`src/rtl/alu_seq_if.sv`:
```
// Request/result bundle between the operand register bank, alu_seq and the result bus.
// The master issues operations; the slave (alu_seq) returns registered results and status.
interface alu_seq_if #(
  parameter int WIDTH = 8
);
  logic             start;
  logic [2:0]       op;
  logic [WIDTH-1:0] A;
  logic [WIDTH-1:0] B;
  logic             c_in;
  logic [WIDTH-1:0] R;
  logic [WIDTH-1:0] R_hi;
  logic             zero;
  logic             sign;
  logic             c_out;
  logic             err;
  logic             busy;
  logic             done;

  modport master (
    output start, op, A, B, c_in,
    input  R, R_hi, zero, sign, c_out, err, busy, done
  );

  modport slave (
    input  start, op, A, B, c_in,
    output R, R_hi, zero, sign, c_out, err, busy, done
  );
endinterface

```
`src/rtl/alu_seq.sv`:
```
// Registered WIDTH-bit ALU: single-cycle add/sub/logic ops plus a WIDTH-cycle
// LSB-first shift-add unsigned multiplier behind a start/busy/done handshake.
module alu_seq #(
  parameter int WIDTH = 8
) (
  input  logic     clk,
  input  logic     reset_n,
  alu_seq_if.slave bus
);
  localparam int CNT_W = $clog2(WIDTH) + 1;

  typedef enum logic [0:0] {ST_IDLE = 1'b0, ST_MUL = 1'b1} state_t;

  state_t             r_state, w_state_nx;
  logic [WIDTH-1:0]   r_mcand, w_mcand_nx;
  logic [WIDTH-1:0]   r_mplr, w_mplr_nx;
  logic [WIDTH-1:0]   r_acc_hi, w_acc_hi_nx;
  logic [CNT_W-1:0]   r_cnt, w_cnt_nx;
  logic [WIDTH-1:0]   r_res, w_res_nx;
  logic [WIDTH-1:0]   r_res_hi, w_res_hi_nx;
  logic               r_zero, w_zero_nx;
  logic               r_sign, w_sign_nx;
  logic               r_cout, w_cout_nx;
  logic               r_err, w_err_nx;
  logic               r_busy, w_busy_nx;
  logic               r_done, w_done_nx;

  logic [WIDTH:0]     w_ext;
  logic [WIDTH-1:0]   w_alu_res;
  logic               w_alu_cout;
  logic               w_alu_err;
  logic [WIDTH:0]     w_msum;
  logic [2*WIDTH-1:0] w_prod;

  // Single-cycle result from the live bus operands (only used on the start edge)
  always_comb begin
    w_ext      = {(WIDTH+1){1'b0}};
    w_alu_res  = {WIDTH{1'b0}};
    w_alu_cout = 1'b0;
    w_alu_err  = 1'b0;
    case (bus.op)
      3'b000: begin
        w_ext      = {1'b0, bus.A} + {1'b0, bus.B} + {{WIDTH{1'b0}}, bus.c_in};
        w_alu_res  = w_ext[WIDTH-1:0];
        w_alu_cout = w_ext[WIDTH];
      end
      3'b001: begin
        w_ext      = {1'b0, bus.A} + {1'b0, ~bus.B} + {{WIDTH{1'b0}}, bus.c_in};
        w_alu_res  = w_ext[WIDTH-1:0];
        w_alu_cout = w_ext[WIDTH];
      end
      3'b010:  w_alu_res = bus.A & bus.B;
      3'b011:  w_alu_res = bus.A | bus.B;
      3'b100:  w_alu_res = bus.A ^ bus.B;
      3'b101:  w_alu_res = ~bus.A;
      3'b110:  w_alu_res = {WIDTH{1'b0}};
      default: w_alu_err = 1'b1;
    endcase
  end

  // One shift-add step; the multiplier register fills with the product low half as it shifts out
  always_comb begin
    if (r_mplr[0]) begin
      w_msum = {1'b0, r_acc_hi} + {1'b0, r_mcand};
    end else begin
      w_msum = {1'b0, r_acc_hi};
    end
    w_prod = {w_msum, r_mplr[WIDTH-1:1]};
  end

  // Next-state and output-register decode
  always_comb begin
    w_state_nx  = r_state;
    w_mcand_nx  = r_mcand;
    w_mplr_nx   = r_mplr;
    w_acc_hi_nx = r_acc_hi;
    w_cnt_nx    = r_cnt;
    w_res_nx    = r_res;
    w_res_hi_nx = r_res_hi;
    w_zero_nx   = r_zero;
    w_sign_nx   = r_sign;
    w_cout_nx   = r_cout;
    w_err_nx    = r_err;
    w_busy_nx   = r_busy;
    w_done_nx   = 1'b0;
    case (r_state)
      ST_IDLE: begin
        if (bus.start && (bus.op == 3'b110)) begin
          w_mcand_nx  = bus.A;
          w_mplr_nx   = bus.B;
          w_acc_hi_nx = {WIDTH{1'b0}};
          w_cnt_nx    = {CNT_W{1'b0}};
          w_busy_nx   = 1'b1;
          w_state_nx  = ST_MUL;
        end else if (bus.start) begin
          w_res_nx    = w_alu_res;
          w_res_hi_nx = {WIDTH{1'b0}};
          w_zero_nx   = (w_alu_res == {WIDTH{1'b0}});
          w_sign_nx   = w_alu_res[WIDTH-1];
          w_cout_nx   = w_alu_cout;
          w_err_nx    = w_alu_err;
          w_done_nx   = 1'b1;
        end else begin
          w_state_nx  = ST_IDLE;
        end
      end
      ST_MUL: begin
        w_acc_hi_nx = w_msum[WIDTH:1];
        w_mplr_nx   = {w_msum[0], r_mplr[WIDTH-1:1]};
        w_cnt_nx    = r_cnt + CNT_W'(1);
        // r_cnt still holds the pre-increment value, so this edge is the WIDTH-th step
        if (r_cnt == CNT_W'(WIDTH - 1)) begin
          w_res_nx    = w_prod[WIDTH-1:0];
          w_res_hi_nx = w_prod[2*WIDTH-1:WIDTH];
          w_zero_nx   = (w_prod == {(2*WIDTH){1'b0}});
          w_sign_nx   = w_prod[2*WIDTH-1];
          w_cout_nx   = 1'b0;
          w_err_nx    = 1'b0;
          w_busy_nx   = 1'b0;
          w_done_nx   = 1'b1;
          w_state_nx  = ST_IDLE;
        end else begin
          w_state_nx  = ST_MUL;
        end
      end
      default: begin
        w_busy_nx  = 1'b0;
        w_state_nx = ST_IDLE;
      end
    endcase
  end

  // State, datapath and output registers
  always_ff @(posedge clk or negedge reset_n) begin
    if (!reset_n) begin
      r_state  <= ST_IDLE;
      r_mcand  <= {WIDTH{1'b0}};
      r_mplr   <= {WIDTH{1'b0}};
      r_acc_hi <= {WIDTH{1'b0}};
      r_cnt    <= {CNT_W{1'b0}};
      r_res    <= {WIDTH{1'b0}};
      r_res_hi <= {WIDTH{1'b0}};
      r_zero   <= 1'b0;
      r_sign   <= 1'b0;
      r_cout   <= 1'b0;
      r_err    <= 1'b0;
      r_busy   <= 1'b0;
      r_done   <= 1'b0;
    end else begin
      r_state  <= w_state_nx;
      r_mcand  <= w_mcand_nx;
      r_mplr   <= w_mplr_nx;
      r_acc_hi <= w_acc_hi_nx;
      r_cnt    <= w_cnt_nx;
      r_res    <= w_res_nx;
      r_res_hi <= w_res_hi_nx;
      r_zero   <= w_zero_nx;
      r_sign   <= w_sign_nx;
      r_cout   <= w_cout_nx;
      r_err    <= w_err_nx;
      r_busy   <= w_busy_nx;
      r_done   <= w_done_nx;
    end
  end

  assign bus.R     = r_res;
  assign bus.R_hi  = r_res_hi;
  assign bus.zero  = r_zero;
  assign bus.sign  = r_sign;
  assign bus.c_out = r_cout;
  assign bus.err   = r_err;
  assign bus.busy  = r_busy;
  assign bus.done  = r_done;
endmodule

```
`src/flat_wrapper.sv`:
```
// flat-port wrapper written by rule: the top's interface ports become plain ports
module alu_seq_flat 
#(
  parameter int WIDTH = 8
)
  (clk, reset_n, bus_start, bus_op, bus_A, bus_B, bus_c_in, bus_R, bus_R_hi, bus_zero, bus_sign, bus_c_out, bus_err, bus_busy, bus_done);
  alu_seq_if #(.WIDTH(WIDTH)) bus_i ();
  input  logic clk;
  input  logic reset_n;
  input wire logic [$bits(bus_i.start)-1:0] bus_start;
  input wire logic [$bits(bus_i.op)-1:0] bus_op;
  input wire logic [$bits(bus_i.A)-1:0] bus_A;
  input wire logic [$bits(bus_i.B)-1:0] bus_B;
  input wire logic [$bits(bus_i.c_in)-1:0] bus_c_in;
  output wire logic [$bits(bus_i.R)-1:0] bus_R;
  output wire logic [$bits(bus_i.R_hi)-1:0] bus_R_hi;
  output wire logic [$bits(bus_i.zero)-1:0] bus_zero;
  output wire logic [$bits(bus_i.sign)-1:0] bus_sign;
  output wire logic [$bits(bus_i.c_out)-1:0] bus_c_out;
  output wire logic [$bits(bus_i.err)-1:0] bus_err;
  output wire logic [$bits(bus_i.busy)-1:0] bus_busy;
  output wire logic [$bits(bus_i.done)-1:0] bus_done;
  assign bus_i.start = bus_start;
  assign bus_i.op = bus_op;
  assign bus_i.A = bus_A;
  assign bus_i.B = bus_B;
  assign bus_i.c_in = bus_c_in;
  assign bus_R = bus_i.R;
  assign bus_R_hi = bus_i.R_hi;
  assign bus_zero = bus_i.zero;
  assign bus_sign = bus_i.sign;
  assign bus_c_out = bus_i.c_out;
  assign bus_err = bus_i.err;
  assign bus_busy = bus_i.busy;
  assign bus_done = bus_i.done;
  alu_seq #(.WIDTH(WIDTH)) u_core (.clk(clk), .reset_n(reset_n), .bus(bus_i));
endmodule
```
`config.mk`:
```
export PLATFORM = sky130hd
export DESIGN_NAME = alu_seq_flat
export DESIGN_NICKNAME = d
export VERILOG_FILES = /design/src/rtl/alu_seq_if.sv /design/src/rtl/alu_seq.sv /design/src/flat_wrapper.sv
export SDC_FILE = /design/constraint.sdc
export NUM_CORES = 1
export LEC_CHECK = 0
export ABC_AREA = 1
export BUFFER_PORTS_ARGS = -buffer_cell sky130_fd_sc_hd__clkbuf_2
export CAP_MARGIN = 30
export CORE_ASPECT_RATIO = 0.9
export CORE_UTILIZATION = 35
export DETAILED_ROUTE_END_ITERATION = 8
export RECOVER_POWER = 50
export SETUP_SLACK_MARGIN = 0.2
export SYNTH_ARGS = -nofsm -noshare
export SYNTH_HDL_FRONTEND = slang
export SYNTH_SLANG_ARGS = --single-unit
```
`constraint.sdc`:
```
create_clock -name clk -period 2.8 [get_ports clk]
set_clock_uncertainty 0.15 [all_clocks]
set_input_delay 0.56 -clock clk [delete_from_list [all_inputs] [get_ports clk]]
set_output_delay 0.56 -clock clk [all_outputs]
set_load 0.05 [all_outputs]
```
## Yosys cells after proc, flatten, opt, wreduce, memory -nomap -nowiden

Index checks and enable logic that the tools add are counted.

- Word-level logic and storage cells: 86
- Output and inout bits: 22
- Input bits: 23
- Bits in registers: 51

- Equal/unequal tests: 11
- Add/sub/neg operators: 6
- Bitwise gates (word level): 6
- Multiplexer cells: 42
- Reductions and logical operators: 8

Operators with widths:

| operator | count |
|---|---|
| 8-bit 2-to-1 mux | 8 |
| 8-bit case mux with 2 select lines | 4 |
| 8-bit case mux with 6 select lines | 1 |
| 8-bit by 8-bit adder with 9-bit output | 3 |
| 9-bit by 1-bit adder with 9-bit output | 2 |
| 1-bit 2-to-1 mux | 18 |
| 16-bit zero test | 1 |
| 8-bit NOT | 2 |
| 1-bit case mux with 2 select lines | 8 |
| 3-bit equality test, second input constant | 3 |
| 9-bit 2-to-1 mux | 1 |
| 8-bit AND | 1 |
| 8-bit zero test | 1 |
| 8-bit bitwise OR | 1 |
| 4-bit case mux with 2 select lines | 1 |
| 8-bit XOR | 1 |
| 7-bit OR reduction | 1 |
| 3-bit by 2-bit equality test with 1-bit output, second input constant | 2 |
| 2-bit inequality test, second input constant | 3 |
| 4-bit by 1-bit adder with 4-bit output, second input constant | 1 |
| 4-bit by 3-bit equality test with 1-bit output, second input constant | 1 |
| 4-bit 2-to-1 mux | 1 |
| 2-bit AND reduction | 2 |
| 3-bit by 1-bit equality test with 1-bit output, second input constant | 1 |
| other kinds (5) | 5 |

## Logic depth before layout (Yosys ltp)

Gate-level depths: netlist (run 1).

- Depth after elaboration: 8
- Mapped depth: 17
- Mapped depth without buffers: 17

## Least setup slack after synthesis (run 1)

OpenSTA, ideal clock, no wires.

- Kind: input -> register
- Start point: in bus_c_in
- End point: reg u_core.r_zero (netlist: u_core.bus.zero)
- Arrival: 2.270 ns
- Library setup time: 0.066 ns
- Data required time: 2.584 ns
- Cell stages on the path: 16
- Setup slack: 0.315 ns
- Path buffers: 0
- Path through: inv_1 fa_1 fa_1 inv_1 nand2_1 nand2_1 nand3b_1 nand2_1 nand2_1 nand3_1 nand3_1 nor2_1 nand2_1 nand2_1 nand2_1 nand2_1

- Word-level cells in the longest chain between the ends: 6
- Elaborated cells on any way between the ends: 7
- Classes of those cells: add/sub (2); mux (4); reduce/logical (1)

RTL lines:

| what | RTL line | RTL |
|---|---|---|
| from (decl) | flat_wrapper.sv:14 | `input wire logic [$bits(bus_i.c_in)-1:0] bus_c_in;` |
| 9-bit by 1-bit adder with 9-bit output, on equally long branches | alu_seq.sv:48, alu_seq.sv:43 |  |
| 8-bit case mux with 6 select lines (*) | alu_seq.sv:41 | `case (bus.op)` |
| 8-bit zero test (*) | alu_seq.sv:98 | `w_zero_nx = (w_alu_res == {WIDTH{1'b0}});` |
| 1-bit 2-to-1 mux (*) | alu_seq.sv:95 | `end else if (bus.start) begin` |
| 1-bit 2-to-1 mux (*) | alu_seq.sv:88 | `if (bus.start && (bus.op == 3'b110)) begin` |
| 1-bit case mux with 2 select lines (*) | alu_seq.sv:86 | `case (r_state)` |
| to (signal assigned) | alu_seq.sv:157 | `r_zero <= w_zero_nx;` |
| to (decl) | alu_seq.sv:21 | `logic r_zero, w_zero_nx;` |

Every way passes the cells marked *; elsewhere a longest branch is shown, timed or not. The select of a mux whose other input is x is not followed.
A chain may end at the register's enable or synchronous reset.

## Worst setup path after layout (run 1)

Ends and elaborated chain as after synthesis.

==> impl_results.md, run 1 <==
* Ys Warns at 0
* Detail Route Antenna Nets at 0
* Switch Pwr at 0.00206 W
* Core Area at approximately 10000 um^2
* Worst-path clk slew at 80 ps
* Std-Cell Rows at 35
* Aggregate global-route resource usage at 0.191
* Total I/O pin count at between 40 and 50
* CP delay by family, top: adder cells
* WL/cell at 14.6 um
* Most common cell type on the critical path: nand2_1
* Async set or reset register ratio after synthesis at 1.00
* Clk buf depth at 2
* Unique masters post-synth at 36
* Initial DRT Pass Iterations at 5
* Highest clock rate at approximately 410 MHz
* Leakage at 2.32 nW
* Dpl hpwl at slightly above 8000 um
* #FFs+latches synth at a little over 50
* Clock tree sinks at slightly above 50
* Setup ws final at 390 ps
* Type of the worst min-delay path: input port to asynchronous set/reset pin
* Post-synth top area share at 0.331
* Post-DP Area at 4210 um^2
* Post-route setup TNS at 0 ps
* Final Hold Vio Count at 0
* Final-report max-slew violation count at 0
* Nets at 646
* Top routing layer in use: met4
* TritonCTS clock tree: done
* Proportion of layout cells with a drive suffix above 1 at 0.147
* Critical path class: input port to register
* Routability Congestion at roughly 0.9
* Crit share post-route at 0.861
* Critical Path Slowest Stage Cell: fa_2
* Crit path buf inv count at 3
* Worst Tran Pin Value at about 1200 ps
* Leading area contributor after synthesis: dfrtp_1
* Number of synthesized flops with an enable pin at 0
* Total global routing overflow at 0
* Metal-1 WL at 4860 um
* Power share of the combinational group at 0.535
* DR vias at ~3600
* Seq pwr share at 0.311
* First DRT Iteration DRCs at ~280
* Status: finished clean
* Worst-Skew Late Latency at about 300 ps
* Final min period at approximately 2400 ps
* Die height at around 100 um
* Worst Setup Start Kind: input port
* Initial antenna violation count at 0
* Die Wd at approximately 110 um
* Max incr delay on CP at 520 ps
* Port Buffers at 44
* Mapped Nets at around 600
* Number of diodes at 0
* Clock root buffer: clkbuf_16
* Int Pwr at roughly 0.0020 W
* Required time worst endpoint at approximately 2900 ps
* Largest net degree at the start of global routing at 32
* RR Startpoint: u_core.r_mcand[0]$_DFFE_PN0P_
* P&R area growth vs syn at 14.2%
* Worst-path fanout max at 2
* Max-Slew Margin vs Limit at 0.220
* RSZ-0062 raised after global routing: yes
* Setup WS pre-CTS at ~15 ps
* Maxcap violations at 0
* Critical Path Source: bus_c_in
* Vias per Instance at between 5 and 6
* Die area at ~11000 um^2
* Gate Count Post-Synth at between 500 and 600
* Most frequent cells after synthesis: nand2_1, inv_1, nand3_1
* CTS Buf Count at 5
* First-pass GRT wire length at approximately 17000 um
* Metal3 WL at around 430 um
* CP Cell Sequence: clkbuf_2 -> inv_2 -> fa_2 -> fa_2 -> inv_1 -> nand3_2 -> nand3_2 -> nor2_2 -> nand3_1 -> nor2_1 -> nand2_1 -> nor2_1 -> nand2_1 -> nand2_1 -> nand2_1 -> nand2_1
* Fill cells at around 1100
* Design Area, Final at roughly 4400 um^2
* Dominant synthesized flop cell: dfrtp_1
* Register area share after synthesis at 0.331
* FF+latch area at about 1300 um^2
* Power Density at about 930 nW/um^2
* Wirelength, routed at ~10000 um
* Met2 WL at ~4900 um
* Drt drc at 0
* Critical path endpoint category: register
* Number of global-route vias before repair at roughly 3500
* Cell with the most instances after synthesis: nand2_1
* Setup Viol. Count Final at 0
* Multi-input logic area at 2220 um^2
* Area contributors post-synth: dfrtp_1, nand2_1, ha_1
* Arr. time, crit path at roughly 2500 ps
* Initial Utilization at 0.368
* Mapped Avg Cell Area at 7.14 um^2
* Switching Fraction at 0.503
* Peak supply drop at between 0.3 and 0.4 mV
* Syn Std Cell Area at approximately 3800 um^2
* Clock group share of total power at 0.155
* CTS H-tree lvls at 2
area by class of cell:
| cell class | count | area share |
|---|---|---|
| Tap cell | 129 | 0.0367 |
| Clock buffer | 5 | 0.0285 |
| Timing Repair Buffer | 52 | 0.0615 |
| Sequential cell | 51 | 0.290 |
| Multi-Input combinational cell | 391 | 0.506 |
| Clock inverter | 3 | 0.00626 |
| Inverter | 83 | 0.0709 |
kinds of logic after synthesis:
family,Yosys count,share of synthesized area
AOI/OAI and AO/OA,79,0.124
xor gates and xnor gates,1,0.00228
adders and majority gates,39,0.136
buffers and inverters,97,0.101
DFF,51,0.331
and+or+nand+nor,272,0.305
worst paths after layout:
kind	to	slack [ps]	cells after the start
worst max-delay path	u_core.bus.zero$_DFFE_PN0P_	390	16
worst min-delay path	u_core.bus.R_hi[7]$_DFFE_PN0P_	330	1
worst max register to register	u_core.bus.zero$_DFFE_PN0P_	530	16
worst min register to register	u_core.bus.R_hi[5]$_DFFE_PN0P_	340	2
max in group asynchronous	u_core.r_acc_hi[0]$_DFFE_PN0P_	800	2
min in group clk	u_core.bus.R_hi[5]$_DFFE_PN0P_	340	2
layout by cell type, fill, tap and decap left out, drive strengths merged, types with 2 or more instances in the layout:
master   netlist  final
a21oi         17     17
a31oi          8      8
buf           10      9
clkbuf         4     48
clkinv         1      2
dfrtp         51     51
fa             5      5
ha            34     34
inv           82     83
nand2        152    152
nand3         61     61
nand3b         2      2
nand4         10     10
nor2          43     43
o211ai         3      3
o21ai         37     37
o221ai         6      6
o22ai          4      4
o2bb2ai        2      2
routing by layer:
metal  vias to the layer above  global-route usage
li1                       1847                   -
met1                      1686               0.245
met2                        96               0.336
met3                        18              0.0239
met4                         0              0.0646
met5                         -                   0
power by group through the flow:
stage | clock network, W | registers, W | logic [W]
finish | 0.000635 | 0.00127 | 0.00219
floorplan | 0 | 0.00165 | 0.00126
global placement | 0 | 0.00128 | 0.00218
global route | 0.000682 | 0.00132 | 0.00248
CTS | 0.000650 | 0.00128 | 0.00221
detailed placement | 0 | 0.00129 | 0.00220
registers in the layout, summed over array words and instances (netlist names), 4 cells and up:
signal / cells
u_core.r_acc_hi: 8
u_core.bus.R_hi: 8
u_core.r_cnt: 4
u_core.r_mplr: 8
u_core.bus.R: 8
u_core.r_mcand: 8
repair_timing:
item	CTS	global route
hold buffers	0	0
resized for setup	0	18
setup buffers	0	2
setup endpoints to repair	0	3
through the flow:
step / utilization / total power (W) / hold WS, ps / cells
2_1_floorplan: - / 0.00291 / 114 / 539
3_3_place_gp: 0.403 / 0.00347 / 322 / 704
3_5_place_dp: 0.403 / 0.00350 / 330 / 704
4_1_cts: 0.417 / 0.00414 / 135 / 712
5_1_grt: 0.420 / 0.00448 / 357 / 714
6_report: 0.420 / 0.00410 / 330 / 714
(Power assumes the default switching activity.)
==> inputs of run 2 (changes only) <==
Settings changed: PLACE_DENSITY from default to 0.57.
==> run 2 against run 1 <==
Non-clock buffer count unchanged; sequential share of layout area about the same; power increased by 4.3%; fmax decreased by 0.42%; combinational power about the same; critical path depth unchanged; via count increased by 1.5%; worst hold slack improved by 9.6 ps; critical path type unchanged; critical endpoint unchanged.
==> impl_results.md, run 2 (synthesis gave the netlist of run 1 again) <==
* Status: finished clean
* Most frequent cells in the layout: nand2_1, inv_1, nand3_1
* Reg2Reg Setup Slack at 480 ps (-50 ps)
* Setup WS pre-CTS at 18.3 ps (+3.51 ps)
* Clock group share of total power at 0.186 (+0.031)
* Hold wc startpoint: u_core.bus.busy$_DFFE_PN0P_
* Total global routing overflow at 0 (unchanged)
* CTS H-tree lvls at 2 (unchanged)
* Setup Viol. Count Final at 0 (unchanged)
* Type of the worst min-delay path: register to register
* Final Hold Vio Count at 0 (unchanged)
* Detail Route Antenna Nets at 0 (unchanged)
* Fin util at 0.420 (about the same)
* RSZ-0062 raised after global routing: no
* DR vias at 3702 (+1.5%)
* Dpl hpwl at 8450 um (+3.3%)
* WHS Path Cells at 2
* Peak supply drop at 0.384 mV (+19%)
* Worst Tran Pin Value at 1370 ps (+201 ps)
* Power Density at 974 nW/um^2 (+4.4%)
* Power share of the combinational group at 0.509 (-0.026)
* Seq pwr share at 0.305 (-0.006)
* Switch Pwr at 0.00207 W (+0.66%)
* Std-Cell Rows at 35 (unchanged)
* First-pass GRT wire length at 17600 um (+3.2%)
* Aggregate global-route resource usage at 0.194 (+0.00265)
* Maxcap violations at 0 (unchanged)
* Wirelength, routed at 10600 um (+2.1%)
* Proportion of layout cells with a drive suffix above 1 at 0.125 (-0.0222)
* Clk buf depth at 2 (unchanged)
* Int Pwr at 0.00220 W (+8.1%)
* Die Wd at 113 um (unchanged)
* Worst-Skew Late Latency at 290 ps (about the same)
* First DRT Iteration DRCs at 207 (-25%)
* Nets at 646 (unchanged)
* Initial antenna violation count at 0 (unchanged)
* Reg2Reg Depth at 13 (-3)
* Crit share post-route at 0.864 (+0.00367)
* Design Area, Final at 4390 um^2 (about the same)
* Setup ws final at 380 ps (-10.3 ps)
* Total I/O pin count at 45 (unchanged)
* Routability Congestion at 0.910 (+1.8%)
* Final-report max-slew violation count at 0 (unchanged)
* Dpl cells at 705 (+0.14%)
* TritonCTS clock tree: done
* Max-Slew Margin vs Limit at 0.0860 (-0.134)
* Hold Path End: u_core.bus.busy$_DFFE_PN0P_
* Arr. time, crit path at 2500 ps (about the same)
* Setup Buffers After CTS at 0 (unchanged)
* Number of diodes at 0 (unchanged)
* Critical path endpoint category: register
* Largest net degree at the start of global routing at 25 (-22%)
* Critical path class: input port to register
* Core Area at 10500 um^2 (unchanged)
* Die height at 102 um (unchanged)
* P&R area growth vs syn at 14.1% (about the same)
* Post-DP Area at 4210 um^2 (-0.12%)
* Post-route setup TNS at 0 ps (unchanged)
* Switching Fraction at 0.485 (-0.0177)
* Initial Utilization at 0.368 (unchanged)
* RR Endpoint: u_core.bus.zero$_DFFE_PN0P_
* CTS Buf Count at 5 (unchanged)
* Clock root buffer: clkbuf_16
* Required time worst endpoint at 2880 ps (about the same)
* Highest clock rate at 413 MHz (-0.42%)
* Port Buffers at 44 (unchanged)
* Initial DRT Pass Iterations at 5 (unchanged)
* Worst-path clk slew at 70 ps (about the same)
* Worst Setup Start Kind: input port
* Die area at 11400 um^2 (unchanged)
* Most common cell after layout, fill and taps aside: nand2_1
* Clock tree sinks at 51 (unchanged)
* Worst-path fanout max at 2 (unchanged)
* Number of global-route vias before repair at 3484 (-0.63%)
* Non-filler cells, final at 714 (unchanged)
* Leakage at 2.31 nW (-0.34%)
* Drt drc at 0 (unchanged)
* Vias per Instance at 5.18 (+1.5%)
* WL/cell at 14.9 um (+2.1%)
* Final min period at 2420 ps (+10.3 ps)
* RR Startpoint: u_core.r_mcand[0]$_DFFE_PN0P_
run 2: changes by cell type in the layout (fill, tap and decap cells not counted), moves of 2 or more:
cell       previous run  this run
fa_2                  3         1
fa_1                  2         4
clkbuf_1             10        13
bufinv_16             0         2
nand3_1              55        60
nand3_2               6         1
buf_4                 9         4
run 2: power groups by stage:
stage	Clock [W]	Sequential [W]	Combinational, W
floorplan	0	0.00165	0.00126
global placement	0	0.00131	0.00216
detailed placement	0	0.00132	0.00219
CTS	0.000797	0.00130	0.00220
global route	0.000823	0.00135	0.00245
finish	0.000796	0.00130	0.00218
run 2: critical path, stage by stage:
cell and delay (ps):
clkbuf_2 80, inv_1 70, fa_1 430, inv_2 90, fa_1 420, nand4_1 100, nand3_1 90, nor2_1 110
nand3_1 80, nor2_1 90, nand2_1 70, nor2_1 90, nand2_1 50, nand2_1 50, nand2_1 40, nand2_1 60
run 2: cell type report:
class	count	area, um^2
Timing Repair Buffer	52	259
Clock inverter	3	67.6
Tap cell	129	161
Multi-Input combinational cell	391	2190
Inverter	83	312
Fill cell	1094	6070
Sequential cell	51	1280
Clock buffer	5	125
run 2: worst max-delay path by stage:
stage / startpoint / endpoint / cells after the start
after floorplan: bus_c_in / u_core.bus.zero$_DFFE_PN0P_ / 16
after CTS: bus_B[0] / u_core.bus.zero$_DFFE_PN0P_ / 17
after global placement: bus_B[0] / u_core.bus.zero$_DFFE_PN0P_ / 17
after global routing: reset_n / u_core.r_mcand[1]$_DFFE_PN0P_ / 3
final: bus_c_in / u_core.bus.zero$_DFFE_PN0P_ / 16
after detailed placement: bus_B[0] / u_core.bus.zero$_DFFE_PN0P_ / 17
run 2: metal layers:
| layer | vias to the layer above | track usage | part of all wire |
|---|---|---|---|
| met4 | 0 | 0.0410 | 0.015 |
| met5 | - | 0 | 0 |
| met2 | 111 | 0.324 | 0.45 |
| li1 | 1842 | - | - |
| met1 | 1733 | 0.273 | 0.49 |
| met3 | 16 | 0.0197 | 0.048 |
run 2: what timing repair did:
action / in CTS / in global routing
hold buffers: 1 / 0
hold endpoints to repair: 5 / 0
endpoints found under the setup margin: 0 / 3
gates resized for setup: 0 / 4
run 2: stage by stage:
stage / total power (W) / hold WS, ps
2_1_floorplan: 0.00291 / 114
3_3_place_gp: 0.00347 / 249
3_5_place_dp: 0.00351 / 248
4_1_cts: 0.00430 / 346
5_1_grt: 0.00462 / 369
6_report: 0.00428 / 339
==> inputs of run 3 (changes only) <==
Settings changed: CTS_BUF_LIST from default to sky130_fd_sc_hd__clkbuf_4.
==> run 3 against run 2 <==
Worst setup slack gained 20 ps; die area is the same; cell count unchanged; critical endpoint unchanged; count of clock-buffer cells in the layout is the same.
==> impl_results.md, run 3 (synthesis gave the netlist of run 1 again) <==
* Leakage at 2.28 nW (-1.3%)
* TritonCTS clock tree: done
* Total global routing overflow at 0 (unchanged)
* Die Wd at 113 um (unchanged)
* CTS Buf Count at 5 (unchanged)
* Post-route setup TNS at 0 ps (unchanged)
* Final min period at 2400 ps (-20.0 ps)
* Clock tree sinks at 51 (unchanged)
* Dpl hpwl at 8450 um (unchanged)
* Total I/O pin count at 45 (unchanged)
* Port Buffers at 44 (unchanged)
* Maxcap violations at 0 (unchanged)
* # resized after CTS at 0 (unchanged)
* Design Area, Final at 4300 um^2 (-2.0%)
* First DRT Iteration DRCs at 184 (-11%)
* Highest clock rate at 417 MHz (+0.83%)
* DR vias at 3692 (-0.27%)
* Power Density at 931 nW/um^2 (-4.4%)
* Aggregate global-route resource usage at 0.194 (+0.000391)
* Worst-path fanout max at 3 (+1)
* Most frequent cells in the layout: nand2_1, inv_1, nand3_1
* First-pass GRT wire length at 17500 um (-0.70%)
* Final Power at 0.00401 W (-6.3%)
* Proportion of layout cells with a drive suffix above 1 at 0.118 (-0.00684)
* Required time worst endpoint at 2980 ps (+100 ps)
* Non-filler cells, final at 714 (unchanged)
* WL/cell at 14.8 um (-0.40%)
* Vias per Instance at 5.17 (-0.27%)
* Worst Setup Start Kind: input port
* Nets at 646 (unchanged)
* Worst Tran Pin Value at 1360 ps (-11.8 ps)
* Die height at 102 um (unchanged)
* Peak supply drop at 0.308 mV (-20%)
* Reg2Reg Depth at 16 (+3)
* Routability Congestion at 0.910 (unchanged)
* Die area at 11400 um^2 (unchanged)
* P&R area growth vs syn at 11.8%
* Core Area at 10500 um^2 (unchanged)
* Clock root buffer: clkbuf_4
* Fin util at 0.411 (-0.00837)
* Number of diodes at 0 (unchanged)
* Drt drc at 0 (unchanged)
* Status: finished clean
* Initial DRT Pass Iterations at 5 (unchanged)
* Detail Route Antenna Nets at 0 (unchanged)
* Critical path endpoint category: register
* Wirelength, routed at 10600 um (-0.40%)
* WHS Path Cells at 3 (+1)
* Type of the worst min-delay path: input port to register
* Clk buf depth at 2 (unchanged)
* Most common cell after layout, fill and taps aside: nand2_1
* Worst-Skew Late Latency at 380 ps (+90 ps)
* Final Hold Vio Count at 0 (unchanged)
* Post-DP Area at 4210 um^2 (unchanged)
* Std-Cell Rows at 35 (unchanged)
* Critical path class: input port to register
* Number of global-route vias before repair at 3471 (-0.37%)
* Max-Slew Margin vs Limit at 0.0939 (+0.00788)
* Dpl cells at 705 (unchanged)
* CTS H-tree lvls at 2 (unchanged)
* Initial antenna violation count at 0 (unchanged)
* Initial Utilization at 0.368 (unchanged)
* Largest net degree at the start of global routing at 25 (unchanged)
* Final-report max-slew violation count at 0 (unchanged)
* Worst-path clk slew at 150 ps (+80 ps)
* Crit share post-route at 0.857 (-0.00714)
* Setup Viol. Count Final at 0 (unchanged)
* Arr. time, crit path at 2580 ps (+80 ps)
* RSZ-0062 raised after global routing: no
-- run 3: layout make-up --
cell class | count | area (um^2)
clock inverter | 3 | 67.6
clock buffer | 5 | 37.5
inverter | 83 | 312
tap | 129 | 161
timing repair buffer | 52 | 264
sequential | 51 | 1280
multi-input combinational | 391 | 2190
fill | 1110 | 6160
-- run 3: path summary, 6_finish.rpt --
kind                                          startpoint                              to  slack [ps]
min in group asynchronous                        reset_n  u_core.bus.R_hi[1]$_DFFE_PN0P_         410
setup reg to reg           u_core.r_mcand[0]$_DFFE_PN0P_     u_core.bus.zero$_DFFE_PN0P_         480
max in group asynchronous                        reset_n      u_core.bus.err$_DFFE_PN0P_         530
hold reg to reg              u_core.bus.busy$_DFFE_PN0P_     u_core.bus.busy$_DFFE_PN0P_         360
setup / recovery                                bus_B[0]     u_core.bus.zero$_DFFE_PN0P_         400
hold / removal                                  bus_B[2]    u_core.r_mplr[2]$_DFFE_PN0P_         340
-- run 3: where the power goes --
part	switching, W	leakage, nW	internal (W)
registers	0.000249	0.643	0.00105
logic	0.00153	1.59	0.000645
clock network	0.000253	0.0514	0.000278
-- run 3: per-stage QoR --
stage	hold WS, ps	worst slack, ps
2_1_floorplan	114	315
3_3_place_gp	249	40.1
3_5_place_dp	248	18.3
4_1_cts	337	401
5_1_grt	343	209
6_report	338	400
-- run 3: critical path, cell delays in order --
cell      delay [ps]
clkbuf_2         120
inv_1             70
fa_1             440
fa_1             390
inv_1             60
nand2_1           60
nand2_1          110
nand3_1           80
nand3_1           90
nand3_1          100
nor2_1           110
nand2_1           70
nor2_1            90
nand2_1           50
nand2_1           50
nand2_1           50
nand2_1           70
-- run 3: metal layers --
metal  track usage  vias to the layer above  share of wire
met2         0.321                      123           0.45
met3        0.0215                       16          0.047
met5             0                        -              0
li1              -                     1845              -
met1         0.271                     1708           0.48
met4        0.0533                        0          0.016
-- run 3: repair_timing --
action,4_1_cts,5_1_grt
endpoints found under the hold margin,5,0
buffers inserted,0,0
hold buffers,1,0
